**src/rtl/mux_key_table_pkg.sv**
```systemverilog
// Shared constants and helpers for the programmable key->value lookup table.
package mux_key_table_pkg;

  localparam int MATCH_PRIORITY = 0;
  localparam int MATCH_OR       = 1;

  typedef enum logic {
    MODE_PRIORITY = 1'b0,
    MODE_OR       = 1'b1
  } match_mode_e;

  function automatic match_mode_e to_mode(input int match_mode);
    return (match_mode == MATCH_OR) ? MODE_OR : MODE_PRIORITY;
  endfunction

endpackage

```
**src/rtl/mux_key_match.sv**
```systemverilog
// Combinational key match across all entries: priority select or OR-merge of
// matching entries' data, DEFAULT when nothing matches.
module mux_key_match
  import mux_key_table_pkg::*;
#(
  parameter int                  NR_KEY   = 4,
  parameter int                  KEY_LEN  = 2,
  parameter int                  DATA_LEN = 1,
  parameter logic [DATA_LEN-1:0] DEFAULT  = '0
) (
  input  logic [KEY_LEN-1:0]               key,
  input  logic [NR_KEY-1:0]                vld,
  input  logic [NR_KEY-1:0][KEY_LEN-1:0]   keys,
  input  logic [NR_KEY-1:0][DATA_LEN-1:0]  datas,
  input  logic                             mode,
  output logic                             hit,
  output logic [DATA_LEN-1:0]              data
);

  logic [DATA_LEN-1:0] acc;

  // NOTE: every variable gets a default before the loop so no path leaves
  // it unassigned; otherwise synthesis infers a latch.
  always_comb begin
    hit = 1'b0;
    acc = '0;
    for (int i = 0; i < NR_KEY; i++) begin
      if (vld[i] && (keys[i] == key)) begin
        if (mode == MODE_OR) begin
          acc = acc | datas[i];
        end else if (!hit) begin
          acc = datas[i];
        end
        hit = 1'b1;
      end
    end
    data = hit ? acc : DEFAULT;
  end

endmodule

```
**src/rtl/mux_key_table.sv**
```systemverilog
// Runtime-programmable key->value table with a one-stage registered
// valid/ready lookup pipeline.
module mux_key_table
  import mux_key_table_pkg::*;
#(
  parameter int                  NR_KEY     = 4,
  parameter int                  KEY_LEN    = 2,
  parameter int                  DATA_LEN   = 1,
  parameter int                  MATCH_MODE = MATCH_PRIORITY,
  parameter logic [DATA_LEN-1:0] DEFAULT    = '0
) (
  input  logic                        clk,
  input  logic                        rst,
  input  logic                        wr_en,
  input  logic [$clog2(NR_KEY)-1:0]   wr_idx,
  input  logic [KEY_LEN-1:0]          wr_key,
  input  logic [DATA_LEN-1:0]         wr_data,
  input  logic                        clr,
  input  logic                        req_valid,
  output logic                        req_ready,
  input  logic [KEY_LEN-1:0]          req_key,
  output logic                        resp_valid,
  input  logic                        resp_ready,
  output logic                        resp_hit,
  output logic [DATA_LEN-1:0]         resp_data
);

  localparam match_mode_e MODE = to_mode(MATCH_MODE);

  logic [NR_KEY-1:0]               vld;
  logic [NR_KEY-1:0][KEY_LEN-1:0]  keys;
  logic [NR_KEY-1:0][DATA_LEN-1:0] datas;
  logic                            idx_ok;
  logic                            accept;
  logic                            lkp_hit;
  logic [DATA_LEN-1:0]             lkp_data;

  assign idx_ok    = int'(wr_idx) < NR_KEY;
  assign req_ready = !resp_valid || resp_ready;
  assign accept    = req_valid && req_ready;

  // NOTE: non-blocking assignments here, so the later write wins over the
  // clear in the same edge and the lookup below sees pre-edge contents.
  always_ff @(posedge clk) begin
    if (rst) begin
      vld <= '0;
    end else begin
      if (clr) begin
        vld <= '0;
      end
      if (wr_en && idx_ok) begin
        vld[wr_idx] <= 1'b1;
      end
    end
  end

  // NOTE: key/data storage has no reset; an entry is meaningless until its
  // vld bit is set, and leaving it unreset keeps it plain flops/RAM.
  always_ff @(posedge clk) begin
    if (wr_en && idx_ok) begin
      keys[wr_idx]  <= wr_key;
      datas[wr_idx] <= wr_data;
    end
  end

  mux_key_match #(
    .NR_KEY   (NR_KEY),
    .KEY_LEN  (KEY_LEN),
    .DATA_LEN (DATA_LEN),
    .DEFAULT  (DEFAULT)
  ) u_match (
    .key   (req_key),
    .vld   (vld),
    .keys  (keys),
    .datas (datas),
    .mode  (MODE),
    .hit   (lkp_hit),
    .data  (lkp_data)
  );

  // A stalled response holds its captured value even if the table changes.
  always_ff @(posedge clk) begin
    if (rst) begin
      resp_valid <= 1'b0;
      resp_hit   <= 1'b0;
      resp_data  <= '0;
    end else if (accept) begin
      resp_valid <= 1'b1;
      resp_hit   <= lkp_hit;
      resp_data  <= lkp_data;
    end else if (resp_ready) begin
      resp_valid <= 1'b0;
    end
  end

endmodule

```
**config.mk**
```make
export PLATFORM = sky130hd
export DESIGN_NAME = mux_key_table
export DESIGN_NICKNAME = d
export VERILOG_FILES = /design/src/rtl/mux_key_table_pkg.sv /design/src/rtl/mux_key_match.sv /design/src/rtl/mux_key_table.sv
export SDC_FILE = /design/constraint.sdc
export NUM_CORES = 1
export LEC_CHECK = 0
export CORE_MARGIN = 2
export CORE_UTILIZATION = 47
export CTS_CLUSTER_SIZE = 28
export DETAILED_ROUTE_END_ITERATION = 10
export GPL_TIMING_DRIVEN = 0
export MAX_ROUTING_LAYER = met4
export PLACE_DENSITY = 0.75
export RECOVER_POWER = 25
export SYNTH_ARGS = -nofsm -noshare
export SYNTH_HDL_FRONTEND = slang
export SYNTH_SLANG_ARGS = --single-unit
```
**constraint.sdc**
```tcl
create_clock -name clk -period 1.99 [get_ports clk]
set_clock_uncertainty 0.05 [all_clocks]
set_input_delay 0.199 -clock clk [delete_from_list [all_inputs] [get_ports clk]]
set_output_delay 0.199 -clock clk [all_outputs]
set_load 0.02 [all_outputs]
```
---- Word-level counts from Yosys, hierarchy flattened ----
Cells that the tools add are included.
word-level totals
  bits in registers ....................... 19
  latch bits .............................. 0
  RAM bits ................................ 0
  ROM bits ................................ 0
  input port bits ......................... 13
  word-level logic and storage cells ...... 51
  memories ................................ 0
cells by class
  add/subtract/negate cells ............... 0
  $mul .................................... 0
  divide/modulo/power cells ............... 0
  magnitude comparators ................... 2
  eq/ne operators ......................... 4
  shift-type cells ........................ 0
  muxes and demuxes ....................... 23
  bitwise operators ....................... 1
  reduce and logical (&&, ||, !) cells .... 9
operators by type and width
  operator              count
  $mux W1               15
  $mux W4               3
  $bwmux W8             1
  $eq A2 B2 Y1          4
  $logic_and A1 B1 Y1   6
  $bwmux W4             1
  $demux W2 S2          1
  $or A4 B4 Y4          1
  $lt A2 B3 Y1 const B  1
  $demux W1 S2          1
  $ge A2 B1 Y1 const B  1
  $mux W2               1
  $reduce_bool A2 Y1    1
  $logic_not A1 Y1      1
  $logic_or A1 B1 Y1    1

---- Longest topological paths before layout ----
  word-level depth ........................ 10
  depth in mapped cells ................... 4
  mapped depth without buffers ............ 4

---- Modules after synthesis ----
Synthesis repeated with hierarchy kept, for this count alone.
second synthesis, totals
  cell total of the unflattened synthesis .. 68
  area total of the unflattened synthesis .. 813.3 µm²
modules (own cells, without submodules)
  module         times used  cells an instance  area an instance (µm²)  sequential area each (µm²)
  mux_key_table  1           43                 646.9                   500.5
  mux_key_match  1           25                 166.4                   0.0

---- Worst setup path after synthesis ----
Ideal clock, no wire load.
  path type ............................... reg2reg
  from .................................... register keys[1] (netlist bit)
  to ...................................... register resp_data
  data arrival time ....................... 1216 ps
  required time ........................... 1814 ps
  slack ................................... 598 ps
  cell stages (with the launch flop) ...... 5
  buffers on the path ..................... 0
  clock period less this slack ............ 1392 ps
  cell sequence ........................... edfxtp_1 xor2_1 or3b_1 a311oi_1 o22ai_1
between the ends
  longest elaborated chain between the ends .. 10
  elaborated cells between the ends (all ways) .. 14
  classes of those cells .................. eq/ne: 1; mux: 12; reduce/logical: 1
RTL lines
  element                            line                 source
  from (decl)                        mux_key_table.sv:31  logic [NR_KEY-1:0][KEY_LEN-1:0] keys;
  from (signal, indexed assignment)  mux_key_table.sv:61  keys[wr_idx] <= wr_key;
  $eq A2 B2 Y1 *                     mux_key_match.sv:28  if (vld[i] && (keys[i] == key)) begin
  $logic_and A1 B1 Y1 *              mux_key_match.sv:28
  $mux W1                            mux_key_match.sv:28
  $mux W1                            mux_key_match.sv:31  end else if (!hit) begin
  $mux W1                            mux_key_match.sv:28
  $mux W1                            mux_key_match.sv:31
  $mux W1                            mux_key_match.sv:28
  $mux W1                            mux_key_match.sv:31
  $mux W1                            mux_key_match.sv:28
  $mux W1 *                          mux_key_match.sv:37  data = hit ? acc : DEFAULT;
  to (signal assigned)               mux_key_table.sv:90  resp_data <= lkp_data;
  to (decl)                          mux_key_table.sv:25  output logic [DATA_LEN-1:0] resp_data
Every way passes the cells marked *; elsewhere a longest branch is shown, timed or not.
A chain may end at the register's enable or synchronous reset.

---- Final worst setup path ----
  from .................................... input resp_ready
  to ...................................... output req_ready
between the ends
  longest elaborated chain between the ends .. 1
RTL lines
  element             line                 source
  from (decl)         mux_key_table.sv:23  input logic resp_ready,
  $logic_or A1 B1 Y1  mux_key_table.sv:39  assign req_ready = !resp_valid || resp_ready;
  to (decl)           mux_key_table.sv:20  output logic req_ready,
No other way between the ends.

==> results.py <==
metrics = {
    "grt": {
        "grt_pass1_vias": 524,
        "antenna_found_initial": 0,
        "grt_pass1_wl_um": 2210,
        "grt_max_degree": 13,
        "track_usage_pct": 16.3,
        "overflow": 0,
    },
    "worst_setup_path": {
        "crit_path_end_kind": "primary output",
        "path_depth": 3,
        "worstPathMaxFanout": 5,
        "crit_top_cell": "clkdlybuf4s50_1",
        "criticalPathCategory": "input port to primary output",
        "rr_worst_depth": 4,
        "path_delay_family": "buffers and inverters",
        "critical_path.max_stage_delay_ns": 0.63,
        "slowest_stage": "clkdlybuf4s50_1",
        "start_kind": "input port",
        "required_ns": 1.74,
        "cp.arrival_ns": 1.44,
        "crit_buf_inv": 2,
        "crit_path_cell_trace": "clkdlybuf4s50_1, nand2b_1, clkdlybuf4s50_1",
    },
    "drt": {
        "avgViaCountPerCell": 5.25,
        "drcViolationCount": 0,
        "wire_per_inst_um": 13.1,
        "drt_iter0_drc": 4,
        "num_vias": 525,
        "wl_um": 1310,
        "first_pass_iters": 4,
        "postRouteAntennaNets": 0,
    },
    "die": {
        "die_w_um": 45.0,
        "core_area_mm2": 0.00154,
        "die_y_um": 45.0,
        "start_util_pct": 51.2,
        "num_rows": 14,
        "dieArea_mm2": 0.00202,
        "io_pins": 17,
    },
    "cells_and_area": {
        "fin_area_um2": 990,
        "drive_above_1_share_pct": 7.14,
        "num-nets-final": 98,
        "n_antenna_cell": 0,
        "area_growth_pct": 25.4,
    },
    "cts": {
        "htree_num_levels": 1,
        "numCtsBuffers": 3,
        "hold_buffers": 0,
        "clk_pin_slew_ns": 0.11,
        "cts_resized": 0,
        "clock_latency_ns": 0.29,
        "clock_path_buffers": 2,
        "cts_tree": "yes",
        "cts.sinks": 19,
        "post_cts_buffers": 0,
        "root_buffer": "clkbuf_4",
    },
    "synth": {
        "syn_avg_cell_area_um2": 12.1,
        "synth_top_family_by_area": "simple AND/OR/NAND/NOR gates",
        "synth_edf_count": 12,
        "synth_compound_area_share_pct": 10.9,
        "synthFlopType": "edfxtp_1",
        "post-synth-top-count-cell": "edfxtp_1",
        "synthSimpleGateAreaFrac_pct": 15.4,
        "synth_cell_types": 25,
        "netlist_instances": 65,
        "synthAdderAreaFrac_pct": 0,
        "synthTopCellsByArea": "edfxtp_1, dfxtp_1, a21oi_1, xnor2_1, xor2_1",
        "yosysTopAreaCell": "edfxtp_1",
        "ys_warn_count": 0,
        "syn_area_um2": 790,
        "synth_mux_area_share_pct": 0,
        "synth_top_area_share_pct": 45.6,
        "synth_xor_area_share_pct": 8.87,
        "synth_common_cells": "edfxtp_1, nor2_1, a21oi_1, dfxtp_1",
        "ys_ff_latch": 19,
        "syn_nets": 78,
        "seq_area_frac_synth_pct": 63.4,
        "postSynth.asyncResetShare_pct": 0,
    },
    "power": {
        "p_per_area_mw_per_mm2": 745,
        "peakVddDrop_mv": 0.538,
        "leakage_uw": 0.000349,
    },
    "outcome": {
        "outcome": "completed",
    },
    "timing": {
        "finalSetupViolCount": 0,
        "worst_slew_pin_slew_ns": 0.610,
        "period_needed_ns": 1.69,
        "slew_violations": 0,
        "tns_ns": 0,
        "period_share_pct": 84.8,
        "hold_viol": 0,
        "rsz0062_at_grt": "false",
        "relSlewSlack_pct": 59.2,
        "fmax_ghz": 0.593,
    },
    "place": {
        "portBuffers": 15,
        "routabilityCongestion": 0.794,
        "place_area_um2": 960,
        "hpwl_um": 1030,
    },
    "worst_hold_path": {
        "min_delay_path_depth": 2,
        "hold_path_class": "input port to register",
    },
    "run": {
        "cap_viol_max_count": 0,
    },
}
cell type report:
type	instances	area, µm²
inverters	2	7.51
well taps	16	20.0
plain buffers	1	3.75
clock buffers	3	22.5
repair buffers	15	150
flip-flops and latches	19	500
clock inverters	1	7.51
fillers	126	552
multi-input cells	43	278
power breakdown:
group / internal, µW / switching, µW
registers: 439 / 8.43
clock network: 76.3 / 122
logic: 47.8 / 44.5
final timing paths:
kind | from | to | slack (ns)
worst min-delay path | rst | vld[1] | 0.17
worst max-delay path | resp_ready | req_ready | 0.30
worst max register to register | keys[1] | resp_data | 0.50
worst min register to register | resp_hit | resp_hit | 0.45
per-stage QoR:
step           utilization [%]  std cells  setup slack, ns  hold WS (ns)  power [µW]
2_1_floorplan                -         65            0.598         0.248         501
3_3_place_gp              62.3         96            0.114         0.430         548
3_5_place_dp              62.3         96           0.0941         0.435         550
4_1_cts                   64.2        100            0.294         0.174         742
5_1_grt                   64.2        100            0.252         0.225         769
6_report                  64.2        100            0.303         0.173         737
kinds of logic (layout without fill, tap and decap cells):
kind of cell | after synthesis | after routing
and+or+nand+nor | 22 | 22
DFF | 19 | 19
AOI/OAI and AO/OA | 13 | 13
xor gates and xnor gates | 8 | 8
buffers and inverters | 3 | 22
placed cells by master (no fill, tap or decap), drive strengths merged:
| cell | instances |
|---|---|
| clkdlybuf4s50 | 13 |
| edfxtp | 12 |
| nor2 | 8 |
| a21oi | 7 |
| dfxtp | 7 |
| xor2 | 4 |
| xnor2 | 4 |
| clkbuf | 4 |
| nand2 | 3 |
| inv | 2 |
| a311oi | 2 |
| dlygate4sd3 | 2 |
| and3 | 2 |
| and3b | 1 |
| nor3b | 1 |
| nand2b | 1 |
| and2 | 1 |
| nand3 | 1 |
| a21boi | 1 |
| or2 | 1 |
| or3b | 1 |
| nor3 | 1 |
| and4 | 1 |
| a41oi | 1 |
| a2111o | 1 |
| o22ai | 1 |
| clkinvlp | 1 |
registers in the layout, indices dropped and copies added (netlist names):
register / count
datas: 4
resp_valid: 1
resp_hit: 1
keys: 8
resp_data: 1
vld: 4
metal layers:
metal  up-vias  global-route usage [%]  wire (µm)  share of wire [%]
li1        275                       -          -                  -
met1       235                    18.6        580                 44
met2        15                    26.6        657                 50
met3         0                    4.40         70                5.4
met4         0                    7.65          0                  0
met5         -                       -          0                  0
(Power assumes the default switching activity.)
